===== config.mk =====
export PLATFORM = sky130hd
export DESIGN_NAME = elastic_config_sequencer_flat
export DESIGN_NICKNAME = d
export VERILOG_FILES = /design/src/rtl/elastic_config_sequencer_if.sv /design/src/rtl/elastic_config_sequencer.sv /design/src/flat_wrapper.sv
export SDC_FILE = /design/constraint.sdc
export NUM_CORES = 1
export LEC_CHECK = 0
export BUFFER_PORTS_ARGS = -buffer_cell sky130_fd_sc_hd__buf_2
export CORE_MARGIN = 4
export CORE_UTILIZATION = 40
export CTS_CLUSTER_DIAMETER = 60
export DETAILED_ROUTE_END_ITERATION = 8
export HOLD_SLACK_MARGIN = 0.03
export SETUP_SLACK_MARGIN = 0.5
export SYNTH_ARGS = -nofsm -noshare
export SYNTH_HDL_FRONTEND = slang
export SYNTH_SLANG_ARGS = --single-unit

===== constraint.sdc =====
create_clock -name clk -period 7.8 [get_ports clk]
set_input_delay 1.95 -clock clk [delete_from_list [all_inputs] [get_ports clk]]
set_output_delay 1.95 -clock clk [all_outputs]
set_load 0.005 [all_outputs]

===== src/rtl/elastic_config_sequencer_if.sv =====
// Config-entry stream between the host/loader and the sequencer.
// A transfer happens on a clock edge where cfg_valid is high and cfg_stop is low.
//   master : the config source (drives the entry, receives cfg_stop)
//   slave  : the sequencer     (receives the entry, drives cfg_stop)
interface elastic_config_sequencer_if #(
    parameter int PE_ID_WIDTH             = 4,
    parameter int CONTEXT_SIZE_BIT_LENGTH = 3,
    parameter int CONFIG_PAYLOAD_WIDTH    = 64
);
    logic                               cfg_valid;
    logic                               cfg_stop;
    logic [PE_ID_WIDTH-1:0]             cfg_pe_id;
    logic [CONTEXT_SIZE_BIT_LENGTH-1:0] cfg_context_index;
    logic [CONFIG_PAYLOAD_WIDTH-1:0]    cfg_payload;

    modport master (
        output cfg_valid, cfg_pe_id, cfg_context_index, cfg_payload,
        input  cfg_stop
    );

    modport slave (
        input  cfg_valid, cfg_pe_id, cfg_context_index, cfg_payload,
        output cfg_stop
    );
endinterface


===== src/rtl/elastic_config_sequencer.sv =====
// Top-level controller for the elastic CGRA array: loads config entries from a
// valid/stop stream into the addressed PE, pulses start_exec to all PEs, runs
// the array for a programmed number of cycles and reports done/error.
// Ports:
//   clk, reset_n            clock, asynchronous active-low reset
//   cmd_*                   host command: start/abort, entry count, max context id, run length
//   cfg_if (slave)          config-entry stream (valid/stop, pe id, context slot, payload)
//   pe_write_config/...     registered one-hot write strobe with broadcast slot and payload
//   start_exec              one-cycle start pulse to every PE
//   mapping_context_max_id  max context id latched at command accept
//   busy/done/error         status; error is sticky until the next accepted start
//   exec_cycle_count        cycles spent in RUN
module elastic_config_sequencer #(
    parameter int PE_NUM                  = 16,
    parameter int PE_ID_WIDTH             = 4,
    parameter int CONTEXT_SIZE_BIT_LENGTH = 3,
    parameter int CONFIG_PAYLOAD_WIDTH    = 64,
    parameter int EXEC_CNT_WIDTH          = 32
) (
    input  logic                               clk,
    input  logic                               reset_n,
    input  logic                               cmd_start,
    input  logic                               cmd_abort,
    input  logic [15:0]                        cmd_entry_count,
    input  logic [CONTEXT_SIZE_BIT_LENGTH-1:0] cmd_context_max_id,
    input  logic [EXEC_CNT_WIDTH-1:0]          cmd_exec_cycles,
    elastic_config_sequencer_if.slave          cfg_if,
    output logic [PE_NUM-1:0]                  pe_write_config,
    output logic [CONTEXT_SIZE_BIT_LENGTH-1:0] pe_config_index,
    output logic [CONFIG_PAYLOAD_WIDTH-1:0]    pe_config_payload,
    output logic                               start_exec,
    output logic [CONTEXT_SIZE_BIT_LENGTH-1:0] mapping_context_max_id,
    output logic                               busy,
    output logic                               done,
    output logic                               error,
    output logic [EXEC_CNT_WIDTH-1:0]          exec_cycle_count
);

    typedef enum logic [2:0] {
        S_IDLE, S_LOAD, S_SETTLE, S_START, S_RUN, S_DONE
    } state_e;

    state_e                             state_q, state_d;
    logic [15:0]                        remaining_q, remaining_d;
    logic [CONTEXT_SIZE_BIT_LENGTH-1:0] max_id_q, max_id_d;
    logic [EXEC_CNT_WIDTH-1:0]          exec_target_q, exec_target_d;
    logic [EXEC_CNT_WIDTH-1:0]          exec_cnt_q, exec_cnt_d;
    logic                               error_q, error_d;
    logic [PE_NUM-1:0]                  wr_strobe_q, wr_strobe_d;
    logic [CONTEXT_SIZE_BIT_LENGTH-1:0] wr_index_q, wr_index_d;
    logic [CONFIG_PAYLOAD_WIDTH-1:0]    wr_payload_q, wr_payload_d;

    logic [PE_NUM-1:0]         pe_onehot;
    logic                      entry_bad;
    logic                      transfer;
    logic [EXEC_CNT_WIDTH-1:0] exec_cnt_inc;

    function automatic logic [EXEC_CNT_WIDTH-1:0] sat_inc(input logic [EXEC_CNT_WIDTH-1:0] v);
        return (&v) ? v : v + EXEC_CNT_WIDTH'(1);
    endfunction

    assign cfg_if.cfg_stop = (state_q != S_LOAD);
    assign transfer        = cfg_if.cfg_valid && !cfg_if.cfg_stop;

    always_comb begin
        state_d       = state_q;
        remaining_d   = remaining_q;
        max_id_d      = max_id_q;
        exec_target_d = exec_target_q;
        exec_cnt_d    = exec_cnt_q;
        error_d       = error_q;
        wr_strobe_d   = '0;
        wr_index_d    = wr_index_q;
        wr_payload_d  = wr_payload_q;
        exec_cnt_inc  = sat_inc(exec_cnt_q);

        // Shifting past the top bit yields zero, so an all-zero one-hot marks
        // a PE id outside the array without a separate range compare.
        pe_onehot = PE_NUM'(1) << cfg_if.cfg_pe_id;
        entry_bad = (pe_onehot == '0) || (cfg_if.cfg_context_index > max_id_q);

        case (state_q)
            S_IDLE: begin
                if (cmd_start && !cmd_abort) begin
                    remaining_d   = cmd_entry_count;
                    max_id_d      = cmd_context_max_id;
                    exec_target_d = cmd_exec_cycles;
                    error_d       = 1'b0;
                    exec_cnt_d    = '0;
                    state_d       = (cmd_entry_count != 16'd0) ? S_LOAD : S_SETTLE;
                end
            end
            S_LOAD: begin
                if (transfer) begin
                    remaining_d = remaining_q - 16'd1;
                    if (entry_bad) begin
                        error_d = 1'b1;
                    end else begin
                        wr_strobe_d  = pe_onehot;
                        wr_index_d   = cfg_if.cfg_context_index;
                        wr_payload_d = cfg_if.cfg_payload;
                    end
                    if (remaining_q == 16'd1) begin
                        state_d = S_SETTLE;
                    end
                end
            end
            S_SETTLE: state_d = S_START;
            S_START: begin
                exec_cnt_d = '0;
                state_d    = (exec_target_q == '0) ? S_DONE : S_RUN;
            end
            S_RUN: begin
                exec_cnt_d = exec_cnt_inc;
                if (exec_cnt_inc == exec_target_q) begin
                    state_d = S_DONE;
                end
            end
            S_DONE:  state_d = S_IDLE;
            default: state_d = S_IDLE;
        endcase

        // Abort freezes the counters; the write path above is left alone so a
        // strobe already registered (or accepted this cycle) still goes out.
        if (cmd_abort && state_q != S_IDLE) begin
            state_d     = S_IDLE;
            exec_cnt_d  = exec_cnt_q;
            remaining_d = remaining_q;
        end
    end

    always_ff @(posedge clk or negedge reset_n) begin
        if (!reset_n) begin
            state_q       <= S_IDLE;
            remaining_q   <= '0;
            max_id_q      <= '0;
            exec_target_q <= '0;
            exec_cnt_q    <= '0;
            error_q       <= 1'b0;
            wr_strobe_q   <= '0;
            wr_index_q    <= '0;
            wr_payload_q  <= '0;
        end else begin
            state_q       <= state_d;
            remaining_q   <= remaining_d;
            max_id_q      <= max_id_d;
            exec_target_q <= exec_target_d;
            exec_cnt_q    <= exec_cnt_d;
            error_q       <= error_d;
            wr_strobe_q   <= wr_strobe_d;
            wr_index_q    <= wr_index_d;
            wr_payload_q  <= wr_payload_d;
        end
    end

    assign pe_write_config        = wr_strobe_q;
    assign pe_config_index        = wr_index_q;
    assign pe_config_payload      = wr_payload_q;
    assign start_exec             = (state_q == S_START);
    assign done                   = (state_q == S_DONE);
    assign busy                   = (state_q != S_IDLE);
    assign error                  = error_q;
    assign mapping_context_max_id = max_id_q;
    assign exec_cycle_count       = exec_cnt_q;

endmodule


===== src/flat_wrapper.sv =====
// flat-port wrapper written by rule: the top's interface ports become plain ports
module elastic_config_sequencer_flat 
#(
    parameter int PE_NUM                  = 16,
    parameter int PE_ID_WIDTH             = 4,
    parameter int CONTEXT_SIZE_BIT_LENGTH = 3,
    parameter int CONFIG_PAYLOAD_WIDTH    = 64,
    parameter int EXEC_CNT_WIDTH          = 32
)
  (clk, reset_n, cmd_start, cmd_abort, cmd_entry_count, cmd_context_max_id, cmd_exec_cycles, pe_write_config, pe_config_index, pe_config_payload, start_exec, mapping_context_max_id, busy, done, error, exec_cycle_count, cfg_if_cfg_valid, cfg_if_cfg_pe_id, cfg_if_cfg_context_index, cfg_if_cfg_payload, cfg_if_cfg_stop);
  elastic_config_sequencer_if #(.PE_ID_WIDTH(PE_ID_WIDTH), .CONTEXT_SIZE_BIT_LENGTH(CONTEXT_SIZE_BIT_LENGTH), .CONFIG_PAYLOAD_WIDTH(CONFIG_PAYLOAD_WIDTH)) cfg_if_i ();
  input  logic clk;
  input  logic reset_n;
  input  logic cmd_start;
  input  logic cmd_abort;
  input  logic [15:0] cmd_entry_count;
  input  logic [CONTEXT_SIZE_BIT_LENGTH-1:0] cmd_context_max_id;
  input  logic [EXEC_CNT_WIDTH-1:0] cmd_exec_cycles;
  output logic [PE_NUM-1:0] pe_write_config;
  output logic [CONTEXT_SIZE_BIT_LENGTH-1:0] pe_config_index;
  output logic [CONFIG_PAYLOAD_WIDTH-1:0] pe_config_payload;
  output logic start_exec;
  output logic [CONTEXT_SIZE_BIT_LENGTH-1:0] mapping_context_max_id;
  output logic busy;
  output logic done;
  output logic error;
  output logic [EXEC_CNT_WIDTH-1:0] exec_cycle_count;
  input wire logic [$bits(cfg_if_i.cfg_valid)-1:0] cfg_if_cfg_valid;
  input wire logic [$bits(cfg_if_i.cfg_pe_id)-1:0] cfg_if_cfg_pe_id;
  input wire logic [$bits(cfg_if_i.cfg_context_index)-1:0] cfg_if_cfg_context_index;
  input wire logic [$bits(cfg_if_i.cfg_payload)-1:0] cfg_if_cfg_payload;
  output wire logic [$bits(cfg_if_i.cfg_stop)-1:0] cfg_if_cfg_stop;
  assign cfg_if_i.cfg_valid = cfg_if_cfg_valid;
  assign cfg_if_i.cfg_pe_id = cfg_if_cfg_pe_id;
  assign cfg_if_i.cfg_context_index = cfg_if_cfg_context_index;
  assign cfg_if_i.cfg_payload = cfg_if_cfg_payload;
  assign cfg_if_cfg_stop = cfg_if_i.cfg_stop;
  elastic_config_sequencer #(.PE_NUM(PE_NUM), .PE_ID_WIDTH(PE_ID_WIDTH), .CONTEXT_SIZE_BIT_LENGTH(CONTEXT_SIZE_BIT_LENGTH), .CONFIG_PAYLOAD_WIDTH(CONFIG_PAYLOAD_WIDTH), .EXEC_CNT_WIDTH(EXEC_CNT_WIDTH)) u_core (.clk(clk), .reset_n(reset_n), .cmd_start(cmd_start), .cmd_abort(cmd_abort), .cmd_entry_count(cmd_entry_count), .cmd_context_max_id(cmd_context_max_id), .cmd_exec_cycles(cmd_exec_cycles), .cfg_if(cfg_if_i), .pe_write_config(pe_write_config), .pe_config_index(pe_config_index), .pe_config_payload(pe_config_payload), .start_exec(start_exec), .mapping_context_max_id(mapping_context_max_id), .busy(busy), .done(done), .error(error), .exec_cycle_count(exec_cycle_count));
endmodule

# Word-level counts from Yosys, hierarchy flattened
# Cells that the tools add are included.
dict set report classes {
  n_reduce_logical 20
  n_eq_ne 15
  mux 21
  add_sub_neg 2
  shifts 1
  magnitude_cmp 1
  bitwise 2
}
# op count
set op_table {}
lappend op_table {{$pmux 32 s3} 1}
lappend op_table {{$mux 16} 5}
lappend op_table {{$mux 32} 2}
lappend op_table {{$add 32x1->32 const B} 1}
lappend op_table {{$eq 32x32->1} 1}
lappend op_table {{$logic_not 32->1} 1}
lappend op_table {{$pmux 16 s2} 1}
lappend op_table {{$reduce_and 32->1} 1}
lappend op_table {{$eq 16x1->1 const B} 1}
lappend op_table {{$logic_not 16->1} 1}
lappend op_table {{$reduce_bool 16->1} 1}
lappend op_table {{$shl 1x4->16 const A} 1}
lappend op_table {{$sub 16x1->16 const B} 1}
lappend op_table {{$mux 3} 5}
lappend op_table {{$ne 3x1->1 const B} 5}
lappend op_table {{$pmux 3 s5} 1}
lappend op_table {{$reduce_and 4->1} 3}
lappend op_table {{$eq 3x2->1 const B} 2}
lappend op_table {{$eq 3x3->1 const B} 2}
lappend op_table {{$ne 2x1->1 const B} 3}
lappend op_table {{$reduce_and 3->1} 2}
lappend op_table {{$reduce_bool 3->1} 2}
lappend op_table {{$mux 1} 4}
lappend op_table {{$eq 3x1->1 const B} 1}
lappend op_table {{10 further kinds} 14}
dict set report word_totals {
  wordCells 71
  reg_bits 170
  output_inout_bits 123
}

# Depth between registers and ports, before layout
dict set report depth {
  ltp_word 6
  mapped_depth 10
}

# Least setup slack after synthesis
# OpenSTA, ideal clock, no wires.
dict set report synth_timing {
  path_type {input-to-reg}
  from {input port cfg_if_cfg_context_index[1]}
  to {register u_core.wr_index_q[0] (netlist: u_core.pe_config_index[0])}
  arrival_ps 3612
  setup_slack_ps 4063
  required_time_ps 7675
  stages 7
  cell_sequence {ha_1 -> a21o_1 -> a21oi_1 -> a31oi_1 -> nor2_1 -> clkbuf_1 -> mux2_2}
}
dict set report synth_via {
  elab_chain_cells 4
}
# element line
set synth_lines {}
lappend synth_lines {{from (decl)} flat_wrapper.sv:30} ;# input wire logic [$bits(cfg_if_i.cfg_context_index)-1:0] cfg_if_cfg_context_index;
lappend synth_lines {{$gt 3x3->1} elastic_config_sequencer.sv:80} ;# entry_bad = (pe_onehot == '0) || (cfg_if.cfg_context_index > max_id_q);
lappend synth_lines {{$logic_or 1x1->1} elastic_config_sequencer.sv:80}
lappend synth_lines {{$not 1->1 (no source line)} --}
lappend synth_lines {{$reduce_and 3->1 (no source line)} --}
lappend synth_lines {{to (signal assigned)} elastic_config_sequencer.sv:151} ;# wr_index_q <= wr_index_d;
lappend synth_lines {{to (decl)} elastic_config_sequencer.sv:50} ;# logic [CONTEXT_SIZE_BIT_LENGTH-1:0] wr_index_q, wr_index_d;
# Every way passes these cells.
# A chain may end at the register's enable or synchronous reset.

# Final worst setup path
dict set report layout_timing {
  from {register u_core.state_q[2]}
  to {output port cfg_if_cfg_stop}
}
dict set report layout_via {
  elab_chain_cells 1
}
# element line
set layout_lines {}
lappend layout_lines {{from (decl)} elastic_config_sequencer.sv:43} ;# state_e state_q, state_d;
lappend layout_lines {{from (signal assigned)} elastic_config_sequencer.sv:144} ;# state_q <= state_d;
lappend layout_lines {{$ne 3x1->1} elastic_config_sequencer.sv:62} ;# assign cfg_if.cfg_stop = (state_q != S_LOAD);
lappend layout_lines {{to (decl)} flat_wrapper.sv:32} ;# output wire logic [$bits(cfg_if_i.cfg_stop)-1:0] cfg_if_cfg_stop;
# Every way passes these cells.

==> impl_metrics.csv <==
group,metric,value,unit
critical_path,slowest_stage,"clkinv_1",
critical_path,cp.depth,4,
floorplan,die_x,153,um
clock_network,cts_buffers,17,
global_routing,grt_first_pass_wirelength,39900,um
critical_path,path_class,"reg -> out",
final_layout,stdcell_area,10500,sq um
route,wirelength_met1,10800,um
global_routing,grt_overflow,0,
critical_path,rr_worst_depth,8,
final_layout,nets,1167,
yosys,synth_seq_area_share,0.509,
yosys,ys_ff_latch,170,
route,drt_first_iter_violations,427,
pwr,vdd_drop_max,0.000197,V
pwr,leakage,4.70,nW
route,detail_route.vias_per_cell,5.32,
clock_network,cts.reportedPaths.clkPinSlew,0.07,ns
yosys,synthCells,798,
clock_network,clk_path_buf_depth,2,
sta,hold_viol,0,
clock_network,clock_sinks,170,
critical_path,r2r-end,"u_core.state_q[0]$_DFFE_PN0P_",
final_layout,fillerInstances,1927,
critical_path,cp-start-kind,"register",
yosys,yosys.area.top_type,"dfrtp_1",
yosys,synth_fp_nets,931,
yosys,synth-edff-count,0,
route,wirelength,25200,um
critical_path,startpoint,"u_core.state_q[2]$_DFFE_PN0P_",
sta,holdWs,0.493,ns
floorplan,start_util,0.409,
route,routed.top_layer,"met5",
pwr,power.density,331,nW/um^2
critical_path,cp-end-kind,"output pin",
sta,fmax,234,MHz
job,cap_violations,0,
route,ant_nets,0,
floorplan,fp-row-count,52,
sta,worstMarginPinSlew,1.09,ns
sta,min_period,4.27,ns
sta,fin_setup_tns,0,ns
floorplan,ioPinCount,250,
clock_network,cts-root-buf,"clkbuf_16",
clock_network,tritoncts,"built",
global_routing,antenna_found_initial,5,
clock_network,clk-insertion-delay-late,0.43,ns
clock_network,post_cts_buffers,0,
final_layout,final_cell_mix,"248 x buf_2, 170 x dfrtp_1, 99 x mux2_2",
clock_network,cts.repair.resized,0,
route,routed-wl-met3,1840,um
route,wire_per_inst,19.2,um
sta,fin_crit_sh,0.547,
critical_path,endpoint,"cfg_if_cfg_stop",
route,route.met2.wl,12300,um
placement,gp_congestion,0.915,
critical_path,worst-path-buf-inv,3,
yosys,ys_top_cells_by_area,"dfrtp_1 51%, mux2_2 13%, xnor2_1 4.1%",
route,first_pass_iters,5,
yosys,synth_top_area_share,0.509,
global_routing,grt_pass1_vias,6990,
sta,rsz0062_at_grt,"no",
min_path,hold_class,"reg -> reg",
pwr,power,3.46,mW
global_routing,grt_use_total,0.215,
critical_path,rrSetupSlack,4.19,ns
yosys,syn-cell-area,8370,sq um
floorplan,core_area,20400,sq um
critical_path,regToRegStartpoint,"u_core.exec_cycle_count[2]$_DFFE_PN0P_",
floorplan,dieArea,23300,sq um
critical_path,path_cells,"nor3b_2 > buf_4 > clkinv_1 > buf_2",
critical_path,cp_data_arrival_time,2.32,ns
yosys,yosysWarningCount,0,
critical_path,critPathTopFamily,"buffers and inverters",
critical_path,crit_required,5.85,ns
clock_network,htreeDepth,4,
sta,slew_violations,0,
yosys,synth.avg_cell_area,10.5,sq um
clock_network,ctsHoldBuffers,0,
route,route.detailed.drc,0,
sta,worst_slack,3.53,ns
run_status,status,"finished, final reports clean",
placement,dp_hpwl,18800,um
yosys,ys_types,56,
sta,finClkSkew,0.0194,ns
floorplan,die_y,153,um
sta,max_slew_margin,0.270,
yosys,synth_ff_type,"dfrtp_1",
yosys,synthArstFlopShare,1.00,
final_layout,syn2layout_area_growth,24.9,%
sta,setup_viol,0,
final_layout,layout_commonest_cell,"buf_2",
final_layout,layout-drive-gt1-share,0.382,
placement,detailed_place.area,9870,sq um
route,dr_total_vias,7012,
critical_path,cp_max_fo,26,
critical_path,max_stage_delay,0.57,ns
placement,portBuffers,249,
placement,dp_slack,3.44,ns
global_routing,grt_max_degree,96,
## metrics by stage
step	utilization	std cells
2_1_floorplan	-	798
3_5_place_dp	0.483	1285
5_1_grt	0.511	1316
4_1_cts	0.511	1316
3_3_place_gp	0.483	1285
6_report	0.512	1318
## synth_stat cells (all sizes together), types with 4 or more instances
cell type  instances
o22ai              5
nor3              24
nand2             82
and4               4
inv               17
and2               4
mux2              99
nand4             20
or3                8
clkbuf            31
a21oi             30
xnor2             39
nor3b              4
buf                7
a22oi              6
o21ai             73
nor4              24
ha                 6
dfrtp            170
nor2              48
a31oi              6
o31ai             10
xor2              14
nand3b             6
nand3             22
and3              10
## kinds of logic (layout without fill, tap and decap cells)
family | count (synthesis) | count (layout) | share of synthesized area
AND/OR/NAND/NOR | 264 | 264 | 0.160
flip-flops | 170 | 170 | 0.509
AO/OA/AOI/OAI | 149 | 149 | 0.106
multiplexers | 100 | 100 | 0.134
buffers and inverters | 56 | 304 | 0.0260
XOR/XNOR | 53 | 53 | 0.0555
adder cells (fa/ha/maj) | 6 | 6 | 0.00897
other | 0 | 2 | 0
## registers in the layout, summed over array words and instances (netlist names)
signal / flops
u_core.remaining_q: 16
u_core.exec_target_q: 32
u_core.pe_write_config: 16
u_core.exec_cycle_count: 32
u_core.error: 1
u_core.state_q: 3
u_core.pe_config_payload: 64
u_core.mapping_context_max_id: 3
u_core.pe_config_index: 3
## routing by layer
layer / up-vias / track usage
met5: - / 0
met4: 6 / 0.0535
met3: 25 / 0.0622
met2: 251 / 0.351
met1: 3378 / 0.282
li1: 3352 / -
## area by class of cell
| cell class | count | area, sq um | area share |
|---|---|---|---|
| Sequential cell | 170 | 4250 | 0.407 |
| Multi-Input combinational cell | 572 | 3920 | 0.375 |
| Timing Repair Buffer | 255 | 1300 | 0.124 |
| Clock buffer | 17 | 425 | 0.0407 |
| Tap cell | 270 | 338 | 0.0323 |
| Clock inverter | 14 | 148 | 0.0141 |
| Inverter | 18 | 67.6 | 0.00646 |
| Antenna cell | 2 | 5.00 | 0.000479 |
## power by group
group | total (mW) | internal [mW] | switching (mW)
logic | 1.15 | 0.596 | 0.549
registers | 1.48 | 1.20 | 0.274
clock network | 0.835 | 0.428 | 0.408
total | 3.46 | 2.23 | 1.23
## worst register-to-register path, cell delays in order (launching register included)
cell and delay (ns):
dfrtp_1 0.59, nand4_2 0.32, or4_1 0.67, nor4_2 0.60, or4_4 0.30, nor2_4 0.04
xnor2_1 0.14, or4b_1 0.56, o32ai_2 0.30
## how the worst min path moves through the flow
stage / from / to / cells past startpoint
after CTS: u_core.remaining_q[11]$_DFFE_PN0P_ / u_core.remaining_q[11]$_DFFE_PN0P_ / 2
after global placement: u_core.remaining_q[15]$_DFFE_PN0P_ / u_core.remaining_q[15]$_DFFE_PN0P_ / 2
after floorplan: u_core.remaining_q[11]$_DFFE_PN0P_ / u_core.remaining_q[11]$_DFFE_PN0P_ / 2
final: u_core.remaining_q[15]$_DFFE_PN0P_ / u_core.remaining_q[15]$_DFFE_PN0P_ / 2
after global routing: u_core.remaining_q[11]$_DFFE_PN0P_ / u_core.remaining_q[11]$_DFFE_PN0P_ / 2
after detailed placement: u_core.remaining_q[11]$_DFFE_PN0P_ / u_core.remaining_q[11]$_DFFE_PN0P_ / 2
Power figures use the tool's default switching activity.
